[config.mk]
export PLATFORM = sky130hd
export DESIGN_NAME = vector_mem_arbiter
export DESIGN_NICKNAME = d
export VERILOG_FILES = /design/src/rtl/vector_mem_arbiter_pkg.sv /design/src/rtl/vector_mem_arbiter_rr_arbiter.sv /design/src/rtl/vector_mem_arbiter.sv
export SDC_FILE = /design/constraint.sdc
export NUM_CORES = 1
export LEC_CHECK = 0
export CAP_MARGIN = 25
export CORE_AREA = 2 2 207 209
export CTS_CLUSTER_SIZE = 14
export DETAILED_ROUTE_END_ITERATION = 10
export DIE_AREA = 0 0 209 211
export GPL_TIMING_DRIVEN = 1
export SETUP_SLACK_MARGIN = 0.3
export SLEW_MARGIN = 15
export SYNTH_ARGS = -nofsm -noshare
export SYNTH_HDL_FRONTEND = slang
export SYNTH_SLANG_ARGS = --single-unit
[constraint.sdc]
create_clock -name clk -period 9.8 [get_ports clk]
set_input_delay 1.96 -clock clk [delete_from_list [all_inputs] [get_ports clk]]
set_output_delay 1.96 -clock clk [all_outputs]
set_load 0.005 [all_outputs]
[src/rtl/vector_mem_arbiter_pkg.sv]
// Shared types and constants for the vector memory arbiter slice.
package vector_mem_arbiter_pkg;

  // Largest supported requester count; core_id is sized so any legal
  // requester index (up to MAX_NUM_REQ-1) fits.
  localparam int MAX_NUM_REQ = 8;
  localparam int CORE_ID_W   = $clog2(MAX_NUM_REQ);
  localparam int ADDR_W      = 16;
  localparam int DATA_W      = 32;

  // Default per-requester limit on issued-but-unanswered requests.
  localparam int DEFAULT_MAX_OUTSTANDING = 8;

  // One memory transaction; used for requests, the memory port and responses.
  typedef struct packed {
    logic                 vld;
    logic                 we;
    logic [CORE_ID_W-1:0] core_id;
    logic [ADDR_W-1:0]    addr;
    logic [DATA_W-1:0]    data;
  } request_t;

endpackage

[src/rtl/vector_mem_arbiter_rr_arbiter.sv]
// Combinational round-robin selector: the search starts one past last_winner
// and wraps modulo NUM_REQ; grant is one-hot, valid flags any winner.
module rr_arbiter #(
  parameter int NUM_REQ = 4,
  localparam int IDX_W  = $clog2(NUM_REQ)
) (
  input  logic [NUM_REQ-1:0] req,
  input  logic [IDX_W-1:0]   last_winner,
  output logic [NUM_REQ-1:0] grant,
  output logic               valid
);

  logic [IDX_W-1:0] sel;

  // Walk the requesters in priority order and take the first one asserted.
  always_comb begin
    grant = '0;
    valid = 1'b0;
    sel   = '0;
    for (int k = 1; k <= NUM_REQ; k++) begin
      sel = IDX_W'((int'(last_winner) + k) % NUM_REQ);
      if (!valid && req[sel]) begin
        grant[sel] = 1'b1;
        valid      = 1'b1;
      end
    end
  end

endmodule

[src/rtl/vector_mem_arbiter.sv]
// Arbitrates NUM_REQ requesters onto one registered memory request port,
// limits each requester's outstanding requests, and routes memory responses
// back to the requester named by core_id.
//
// Handshakes: a requester holds req_in[i].vld (and its payload) until it sees
// req_grant[i]=1 in a cycle; the transfer happens at that clock edge. The
// arbiter holds mem_req (with vld=1) until mem_grant=1 in a cycle; the memory
// takes it at that edge. mem_rsp is never back-pressured: every cycle with
// mem_rsp.vld=1 is one response.
module vector_mem_arbiter
  import vector_mem_arbiter_pkg::*;
#(
  parameter int NUM_REQ         = 4,
  parameter int MAX_OUTSTANDING = DEFAULT_MAX_OUTSTANDING
) (
  input  logic               clk,
  input  logic               reset,
  input  request_t           req_in  [NUM_REQ],
  output logic [NUM_REQ-1:0] req_grant,
  output request_t           mem_req,
  input  logic               mem_grant,
  input  request_t           mem_rsp,
  output request_t           rsp_out [NUM_REQ],
  output logic               route_err
);

  localparam int IDX_W = $clog2(NUM_REQ);
  localparam int CNT_W = $clog2(MAX_OUTSTANDING + 1);
  localparam logic [CNT_W-1:0]     CNT_LIMIT  = CNT_W'(MAX_OUTSTANDING);
  localparam logic [CORE_ID_W:0]   NUM_REQ_ID = (CORE_ID_W + 1)'(NUM_REQ);
  localparam logic [IDX_W-1:0]     LAST_IDX   = IDX_W'(NUM_REQ - 1);

  logic [IDX_W-1:0]   last_winner;
  logic               armed;
  logic [CNT_W-1:0]   outstanding [NUM_REQ];

  logic               slot_free;
  logic [NUM_REQ-1:0] eligible;
  logic [NUM_REQ-1:0] arb_req;
  logic [NUM_REQ-1:0] win_onehot;
  logic               win_valid;
  logic [IDX_W-1:0]   win_idx;
  request_t           win_req;

  logic               rsp_in_range;
  logic [NUM_REQ-1:0] route_hit;
  logic [NUM_REQ-1:0] dec_ok;
  logic               bad_rsp;

  // The output register can take a new request when empty or being accepted.
  assign slot_free = !mem_req.vld || mem_grant;

  // A requester competes only while it is below its outstanding limit; armed
  // suppresses any grant in the first cycle after reset release.
  always_comb begin
    eligible = '0;
    for (int i = 0; i < NUM_REQ; i++) begin
      eligible[i] = armed && req_in[i].vld && (outstanding[i] < CNT_LIMIT);
    end
  end

  assign arb_req = eligible & {NUM_REQ{slot_free}};

  rr_arbiter #(
    .NUM_REQ (NUM_REQ)
  ) u_rr_arbiter (
    .req         (arb_req),
    .last_winner (last_winner),
    .grant       (win_onehot),
    .valid       (win_valid)
  );

  // The acceptance pulse is the arbiter decision itself, so a requester can
  // present its next request in the very next cycle.
  assign req_grant = win_onehot;

  // Encode the winner and build its request with core_id forced to the index.
  always_comb begin
    win_idx = '0;
    win_req = '0;
    for (int i = 0; i < NUM_REQ; i++) begin
      if (win_onehot[i]) begin
        win_idx = IDX_W'(i);
        win_req = req_in[i];
      end
    end
    win_req.core_id = CORE_ID_W'(win_idx);
    win_req.vld     = 1'b1;
  end

  // Decode the response target and flag responses that cannot be matched.
  always_comb begin
    rsp_in_range = mem_rsp.vld && ({1'b0, mem_rsp.core_id} < NUM_REQ_ID);
    route_hit    = '0;
    dec_ok       = '0;
    bad_rsp      = mem_rsp.vld && !rsp_in_range;
    for (int i = 0; i < NUM_REQ; i++) begin
      route_hit[i] = rsp_in_range && (mem_rsp.core_id == CORE_ID_W'(i));
      dec_ok[i]    = route_hit[i] && (outstanding[i] != '0);
      if (route_hit[i] && (outstanding[i] == '0)) begin
        bad_rsp = 1'b1;
      end
    end
  end

  // Output request register: load the winner, clear when idle, hold on stall.
  always_ff @(posedge clk or negedge reset) begin
    if (!reset) begin
      mem_req <= '0;
    end else if (slot_free) begin
      mem_req <= win_valid ? win_req : '0;
    end
  end

  // Round-robin pointer moves only on a grant; reset favours requester 0.
  always_ff @(posedge clk or negedge reset) begin
    if (!reset) begin
      last_winner <= LAST_IDX;
    end else if (win_valid) begin
      last_winner <= win_idx;
    end
  end

  // Goes high one edge after reset release and stays high.
  always_ff @(posedge clk or negedge reset) begin
    if (!reset) begin
      armed <= 1'b0;
    end else begin
      armed <= 1'b1;
    end
  end

  // Outstanding counters: +1 on grant, -1 on a matched response, net zero
  // when both happen together; a response at zero is not counted.
  always_ff @(posedge clk or negedge reset) begin
    if (!reset) begin
      for (int i = 0; i < NUM_REQ; i++) begin
        outstanding[i] <= '0;
      end
    end else begin
      for (int i = 0; i < NUM_REQ; i++) begin
        case ({req_grant[i], dec_ok[i]})
          2'b10:   outstanding[i] <= outstanding[i] + CNT_W'(1);
          2'b01:   outstanding[i] <= outstanding[i] - CNT_W'(1);
          default: outstanding[i] <= outstanding[i];
        endcase
      end
    end
  end

  // Response routing: only the addressed requester sees the response.
  always_ff @(posedge clk or negedge reset) begin
    if (!reset) begin
      for (int i = 0; i < NUM_REQ; i++) begin
        rsp_out[i] <= '0;
      end
    end else begin
      for (int i = 0; i < NUM_REQ; i++) begin
        rsp_out[i] <= route_hit[i] ? mem_rsp : '0;
      end
    end
  end

  // Sticky routing error, cleared only by reset.
  always_ff @(posedge clk or negedge reset) begin
    if (!reset) begin
      route_err <= 1'b0;
    end else if (bad_rsp) begin
      route_err <= 1'b1;
    end
  end

endmodule

-- Word-level counts from Yosys, hierarchy flattened
Cells that the tools add are included.
- register bits: 285
- bits in latches: 0
- memory bits (writable): 0
- memory bits (read-only): 0
- input bits: 268
- output and inout port bits: 270
- word-level logic and storage cells: 164
- memories: 0
- add/sub/neg operators: 12
- multipliers: 0
- div/mod/pow operators: 0
- $lt $le $gt $ge: 13
- equality and inequality tests: 11
- shift-type cells: 0
- mux-type cells: 44
- bitwise operators: 4
- reduce and logical (&&, ||, !) cells: 48
- operator list (operator ; number):
    53-bit 2-to-1 mux ; 5
    52-bit 2-to-1 mux ; 4
    4-bit case mux with 2 select lines ; 4
    1-bit logical AND ; 29
    1-bit 2-to-1 mux ; 17
    4-bit by 1-bit adder with 4-bit output (second input constant) ; 4
    4-bit zero test ; 4
    4-bit less-than comparator (second input constant) ; 4
    4-bit 2-to-1 mux ; 4
    4-bit nonzero test ; 4
    4-bit by 1-bit subtractor with 4-bit output (second input constant) ; 4
    2-bit by 3-bit less-than comparator with 1-bit output (second input constant) ; 4
    4-bit bitwise OR ; 3
    1-bit binary-select mux with 2-bit select ; 4
    1-bit demux with 2-bit select ; 4
    2-bit by 1-bit equality test with 1-bit output (second input constant) ; 4
    2-bit equality test (second input constant) ; 4
    2-bit by 1-bit greater-or-equal comparator with 1-bit output (second input constant) ; 4
    2-bit nonzero test ; 4
    3-bit by 2-bit equality test with 1-bit output (second input constant) ; 2
    1-bit zero test ; 5
    2-bit by 1-bit adder with 2-bit output (second input constant) ; 2
    2-bit adder (second input constant) ; 2
    4-bit AND ; 1
    5 further kinds ; 6

-- Longest topological paths before layout
- word-level depth: 20
- mapped depth: 16
- mapped depth without buffers: 15

-- Modules after synthesis
A second synthesis with hierarchy kept.
- cells, all modules: 912
- area total of the unflattened synthesis: 11377.2 sq um
- by module, submodules not included (module ; times used ; cells each ; area an instance (sq um) ; seq. area each (sq um)):
    vector_mem_arbiter ; 1 ; 864 ; 10961.8 ; 7109.3
    rr_arbiter ; 1 ; 48 ; 415.4 ; 0.0

-- Least setup slack after synthesis
OpenSTA, ideal clock, no wires.
- path type: input to output
- start: input req_in[158] (netlist bit)
- end: output req_grant[3]
- arrival time: 3.618 ns
- data required time: 7.840 ns
- setup slack: 4.222 ns
- stages on the path: 7
- buffers on the path: 1
- cell sequence: nand2b_1 mux4_2 or2_4 a311oi_1 a2bb2oi_2 inv_2 buf_2
- cells in the longest elaborated chain, start to end: 15
- elaborated cells on any way between the ends: 27
- those cells by class: mux (15); bitwise (4); reduce/logical (8)
- RTL lines (what ; RTL line ; text):
    start, declared ; vector_mem_arbiter.sv:18 ; input request_t req_in [NUM_REQ],
    1-bit logical AND (*) (2 in series) ; vector_mem_arbiter.sv:58 ; eligible[i] = armed && req_in[i].vld && (outstanding[i] < CNT_LIMIT);
    4-bit AND (*) ; vector_mem_arbiter.sv:62 ; assign arb_req = eligible & {NUM_REQ{slot_free}};
    1-bit binary-select mux with 2-bit select ; vector_mem_arbiter_rr_arbiter.sv:22 ; if (!valid && req[sel]) begin
    1-bit 2-to-1 mux (implied by the code) ; vector_mem_arbiter_rr_arbiter.sv:22 ;
    1-bit 2-to-1 mux ; vector_mem_arbiter_rr_arbiter.sv:22 ;
    1-bit zero test ; vector_mem_arbiter_rr_arbiter.sv:22 ;
    1-bit logical AND ; vector_mem_arbiter_rr_arbiter.sv:22 ;
    1-bit 2-to-1 mux ; vector_mem_arbiter_rr_arbiter.sv:22 ;
    1-bit zero test ; vector_mem_arbiter_rr_arbiter.sv:22 ;
    1-bit logical AND ; vector_mem_arbiter_rr_arbiter.sv:22 ;
    1-bit 2-to-1 mux ; vector_mem_arbiter_rr_arbiter.sv:22 ;
    1-bit zero test ; vector_mem_arbiter_rr_arbiter.sv:22 ;
    1-bit logical AND ; vector_mem_arbiter_rr_arbiter.sv:22 ;
    4-bit 2-to-1 mux (*) ; vector_mem_arbiter_rr_arbiter.sv:22 ;
    end, declared ; vector_mem_arbiter.sv:19 ; output logic [NUM_REQ-1:0] req_grant,
Mark *: on every way between the ends. The rest lies on a longest branch, timed or not. The select of a mux whose other input is x is not followed.

-- Worst setup path in the final report
- start: input req_in[105] (netlist bit)
- end: output req_grant[3]
The elaborated chain is that of the path after synthesis.

==> run metrics <==
status=finished clean; Top delay family on crit path=buffers and inverters; commonest cells after routing, fill and taps aside=clkdlybuf4s50_1 (523), dfrtp_1 (282), and2_1 (197), nand2_1 (58), o21ai_0 (56); endpoints failing hold=0; setup violators final=0; largest net degree at the start of global routing=80; Max-slew headroom=37.9%; Total GRT Usage=18.2%; grt ovf=0; fillers=3885; placed cells=1983; H-tree depth reported by CTS=2; Synth cell types=53; Worst Max-Slew Pin Slew=932 ps; Finished Cell Area=18400 µm²; kind of critical path=in2out; CTS tree=yes; post-synth top area share=61.6%; max cap viols=0; cell area after synthesis=11500 µm²; most common cell after layout, fill and taps aside=clkdlybuf4s50_1; Multi-input gate area=4120 µm²; PwrDens=255 nW/µm²; hold_buf cts=0; Synth Area per Inst=11.9 µm²; Seq/Total Area, Yosys=62.1%; cts bufs inserted=35; Placed Area=17300 µm²; Finished Layout Cells=2046; setup ws final=2380 ps; setup TNS=0 ps; antenna violations before repair=5; Post-Place Setup Slack=2340 ps; vias per cell=4.61; first-pass GRT wire length=60900 µm; hold slack=485 ps; Die H=211 µm; initial cell density of the core=27.4%; EDFF count, synth=0; cell with the most instances on the worst path=clkdlybuf4s50_1; CP endpoint kind=output port; area of the core=41800 µm²; layout cells sized above 1=6.51%; routed via count=9428; clk root buf=clkbuf_16; CTS sink cnt=284; Worst-path clk slew=60 ps; Critical path buffers and inverters=4; Remaining DRCs=0; Final #Nets=1769; CP max FO=54; startpoint types=input port; fin crit share=75.7%; Post-CTS Setup Inserts=0; die width=209 µm; Slew Viols, Final=0; die area=44100 µm²; CP max stage delay=550 ps; vias in the first global route=9991; Seq. cell area=7110 µm²; Peak VDD IR=164 µV; post-cts gate resize count=0; Setup Skew=17.0 ps; main flop type after synthesis=dfrtp_1; RSZ-0062 raised after global routing=no; f_max=0.135 GHz; YS warnings=0; CTS Buffer Depth=3; Core Rows=75; area delta synth->final=60.7%; Final min period=7420 ps; port bufs=524; detailed placement HPWL=28900 µm; Routed WL per cell=19.9 µm; Skew-Pair Late Insertion Delay=540 ps; # IOs=538; cells taking the most area after synthesis=dfrtp_1 (62%), and2_1 (11%), a21o_1 (3.2%); Cell Chain, Critical Path=clkdlybuf4s50_1, nand2b_1, mux4_2, or2_4, a311oi_1, a2bb2oi_4, buf_4, inv_2, clkdlybuf4s50_1; DRT Wirelength=40700 µm; drt initial violations=407; routability cong.=0.835; Slowest-stage cell, CP=clkdlybuf4s50_1; Pleak=8.19 nW; asr flop ratio synth=100%; Worst EP required=7840 ps; Mapped Cells=962; Worst Path Arrival=5460 ps; first drt pass iteration count=5; Hold WC Path Type=reg2reg; Seq cells post-synth=284; Routed Antenna Nets=0; Yosys top cell by area=dfrtp_1
==> registers in the layout, indices dropped and copies added, names as in the netlist <==
name and cells:
armed 1, last_winner 2, mem_req 52, outstanding 16, route_err 1, rsp_out 212
==> Yosys cell counts (5+ instances only) <==
library cell  count
ha_1             19
o21ai_0          56
mux2_2            5
nor2b_1           5
dfrtp_1         282
buf_2            13
or3_1             7
nor3b_1           6
clkbuf_1         46
and2_1          197
inv_1             5
a21oi_1           6
a221oi_2         11
o21ai_1          49
xor2_1           17
nand2b_1          7
nand2_1          58
a21o_1           49
nor4_1            5
a221oi_1         40
nor2_1           14
nand3b_1          7
==> layer usage <==
layer,routed length (µm),global-route usage [%]
met4,1630,8.20
met1,15100,19.4
met5,36,0
met2,20300,32.0
met3,3570,6.85
==> final cells by class <==
cell class	count	share of cell area, %
sequential	284	38.6
timing repair buffer	538	29.2
multi-input combinational	616	22.4
clock buffer	54	5.58
tap	539	3.66
clock inverter	7	0.442
inverter	7	0.143
antenna	1	0.0136
==> where the power goes <==
group | switching, mW | total (mW) | internal [mW]
combinational | 1.07 | 1.99 | 0.915
sequential | 0.120 | 1.46 | 1.34
clock | 0.506 | 1.23 | 0.727
total | 1.70 | 4.68 | 2.99
==> worst reg2reg max path, cell delays in order (launching register included) <==
cell       delay [ps]
dfstp_2           680
inv_1             220
ha_1              420
inv_1             100
or3_1             380
a32oi_1           420
a311oi_2          180
a2bb2oi_2         240
inv_2              90
buf_4             490
nor2_4             70
buf_4             320
a221oi_1          650
o21ai_1           140
==> through the flow <==
| stage | utilization, % | power (mW) |
|---|---|---|
| floorplan | - | 2.70 |
| global placement | 41.4 | 3.46 |
| detailed placement | 41.4 | 3.49 |
| CTS | 44.0 | 4.76 |
| global route | 44.1 | 5.00 |
| finish | 44.1 | 4.68 |
==> kinds of logic (layout without fill, tap and decap cells) <==
| family | Yosys count | count (layout) | synth area share (%) |
|---|---|---|---|
| multiplexers | 9 | 9 | 0.951 |
| XOR/XNOR | 21 | 21 | 1.61 |
| buffers and inverters | 70 | 606 | 2.63 |
| adder cells (fa/ha/maj) | 19 | 19 | 2.08 |
| other | 2 | 11 | 0.0656 |
| flip-flops | 284 | 284 | 62.1 |
| AND/OR/NAND/NOR | 325 | 325 | 16.4 |
| AO/OA/AOI/OAI | 232 | 232 | 14.2 |
==> worst paths after layout <==
| path | start | endpoint | slack, ps | depth (start not counted) |
|---|---|---|---|---|
| max | req_in[105] | req_grant[3] | 2380 | 9 |
| min | mem_req[29]$_DFFE_PN0N_ | mem_req[29]$_DFFE_PN0N_ | 480 | 2 |
| max reg2reg | last_winner[0]$_DFFE_PN1P_ | mem_req[12]$_DFFE_PN0N_ | 5250 | 13 |
| min reg2reg | mem_req[29]$_DFFE_PN0N_ | mem_req[29]$_DFFE_PN0N_ | 480 | 2 |
| max in group asynchronous | reset | rsp_out[185]$_DFF_PN0_ | 7070 | 2 |
| min in group asynchronous | reset | mem_req[5]$_DFFE_PN0N_ | 1400 | 1 |
(Power assumes the default switching activity.)
==> edit, RTL diff (same settings) <==
Put one more register stage on the output `route_err`, cleared by the reset. The value now appears one clock later. The other outputs are not delayed to match.
--- a/src/rtl/vector_mem_arbiter.sv
+++ b/src/rtl/vector_mem_arbiter.sv
@@ -29,6 +29,8 @@
   localparam logic [CNT_W-1:0]     CNT_LIMIT  = CNT_W'(MAX_OUTSTANDING);
   localparam logic [CORE_ID_W:0]   NUM_REQ_ID = (CORE_ID_W + 1)'(NUM_REQ);
   localparam logic [IDX_W-1:0]     LAST_IDX   = IDX_W'(NUM_REQ - 1);
+
+  logic route_err_s0;
 
   logic [IDX_W-1:0]   last_winner;
   logic               armed;
@@ -164,9 +166,17 @@
   // Sticky routing error, cleared only by reset.
   always_ff @(posedge clk or negedge reset) begin
     if (!reset) begin
-      route_err <= 1'b0;
+      route_err_s0 <= 1'b0;
     end else if (bad_rsp) begin
-      route_err <= 1'b1;
+      route_err_s0 <= 1'b1;
+    end
+  end
+
+  always_ff @(posedge clk or negedge reset) begin
+    if (!reset) begin
+      route_err <= '0;
+    end else begin
+      route_err <= route_err_s0;
     end
   end
 
Behaviour: not the same (Yosys sat finds a counterexample within 4 cycles, from zero or initial values and one cycle with reset low).
==> edit against the original RTL <==
  * Combinational power is 9% lower
  * Routed wire length is 19% higher
  * Setup slack better by 0.27 ns
  * Total power is 0.56% lower
  * Final area is 6.7% higher
  * Sequential cell count is 1 higher
  * Area after synthesis is 9.4% higher
  * Largest cell class unchanged
  * Highest routed layer unchanged
==> edit: results (changes against the original RTL) <==
Outcome
  – Outcome: completed (unchanged)

Layout
  – Nets: 1868 (was 1769)
  – Non-CTS inverters: 6 (was 7)
  – Ant. Diodes: 6 (was 1)
  – Comb_multi_in: 711 (was 616)
  – Fillers: 3833 (was 3885)
  – Clkbuf count: 45 (was 54)
  – Multi-input gate share of the layout cell area: 0.2596 (was 0.2237)
  – Fraction of layout cells with a size suffix above 1: 0.06413 (was 0.06507)
  – Non-clock buffering overhead: 0.2759 (was 0.2916)
  – Flip-flop and latch count: 285 (was 284)

Pwr
  – Maximum vdd drop: 0.1550 mV (was 0.1637 mV)
  – Lkg Pwr: 8.206 nW (was 8.189 nW)
  – Clk pwr share: 0.304 (was 0.263)
  – Final Power: 4.658 mW (was 4.685 mW)

Synthesis
  – Seq/Total Area, Yosys: 0.5696 (was 0.6208)
  – Top post-synthesis cells by area: dfrtp_1, and2_1, o2111a_1, o221ai_1, o211ai_1 (was dfrtp_1, and2_1, a21o_1, a221oi_1, o21ai_0)
  – Mapped Avg Cell Area: 11.45 µm² (was 11.90 µm²)

GRT
  – Vias in the first global route: 11430 (was 9991)
  – Pin count of the biggest net entering global routing: 104 (was 80)
  – Number of antenna violations at the first check in global routing: 9 (was 5)

Setup path
  – Register-to-Register Path Depth: 15 (was 13)
  – Crit path to: req_grant[2] (was req_grant[3])
  – Reg2reg setup slack: 5.31 ns (was 5.25 ns)
  – CP max FO: 10 (was 54)

Min path
  – WHS Endpoint: route_err (was mem_req[29])

Timing
  – Worst Tran Pin Value: 0.9706 ns (was 0.9321 ns)

Placed design
  – Inst Count DP: 2082 (was 1983)
==> edit: cell types whose count changed after synthesis, sizes merged, moves of 6 or more <==
cell and change:
a21boi +50, a21o -49, a221oi -50, a31oi +47
buf -6, clkbuf +43, nor2 -6, o2111a +49
o211ai +50, o21ai -50, o221ai +50, or3 -6
==> edit: logic make-up after synthesis <==
| kind of cell | after synthesis | share of synthesized area |
|---|---|---|
| fa+ha+maj | 19 | 0.01898 |
| compound gates | 333 | 0.2036 |
| buf+inv | 106 | 0.03287 |
| simple gates | 319 | 0.1470 |
| mux | 10 | 0.01339 |
| other cells | 2 | 0.0005996 |
| xor+xnor | 20 | 0.01399 |
| flops | 285 | 0.5696 |
==> edit: per-layer routing <==
| layer | share of wire | vias to the layer above | track usage |
|---|---|---|---|
| met2 | 0.48 | 544 | 0.3491 |
| met4 | 0.031 | 4 | 0.08177 |
| met1 | 0.38 | 5502 | 0.2472 |
| met5 | 0.00060 | - | 0 |
| met3 | 0.11 | 94 | 0.09932 |
| li1 | - | 4968 | - |
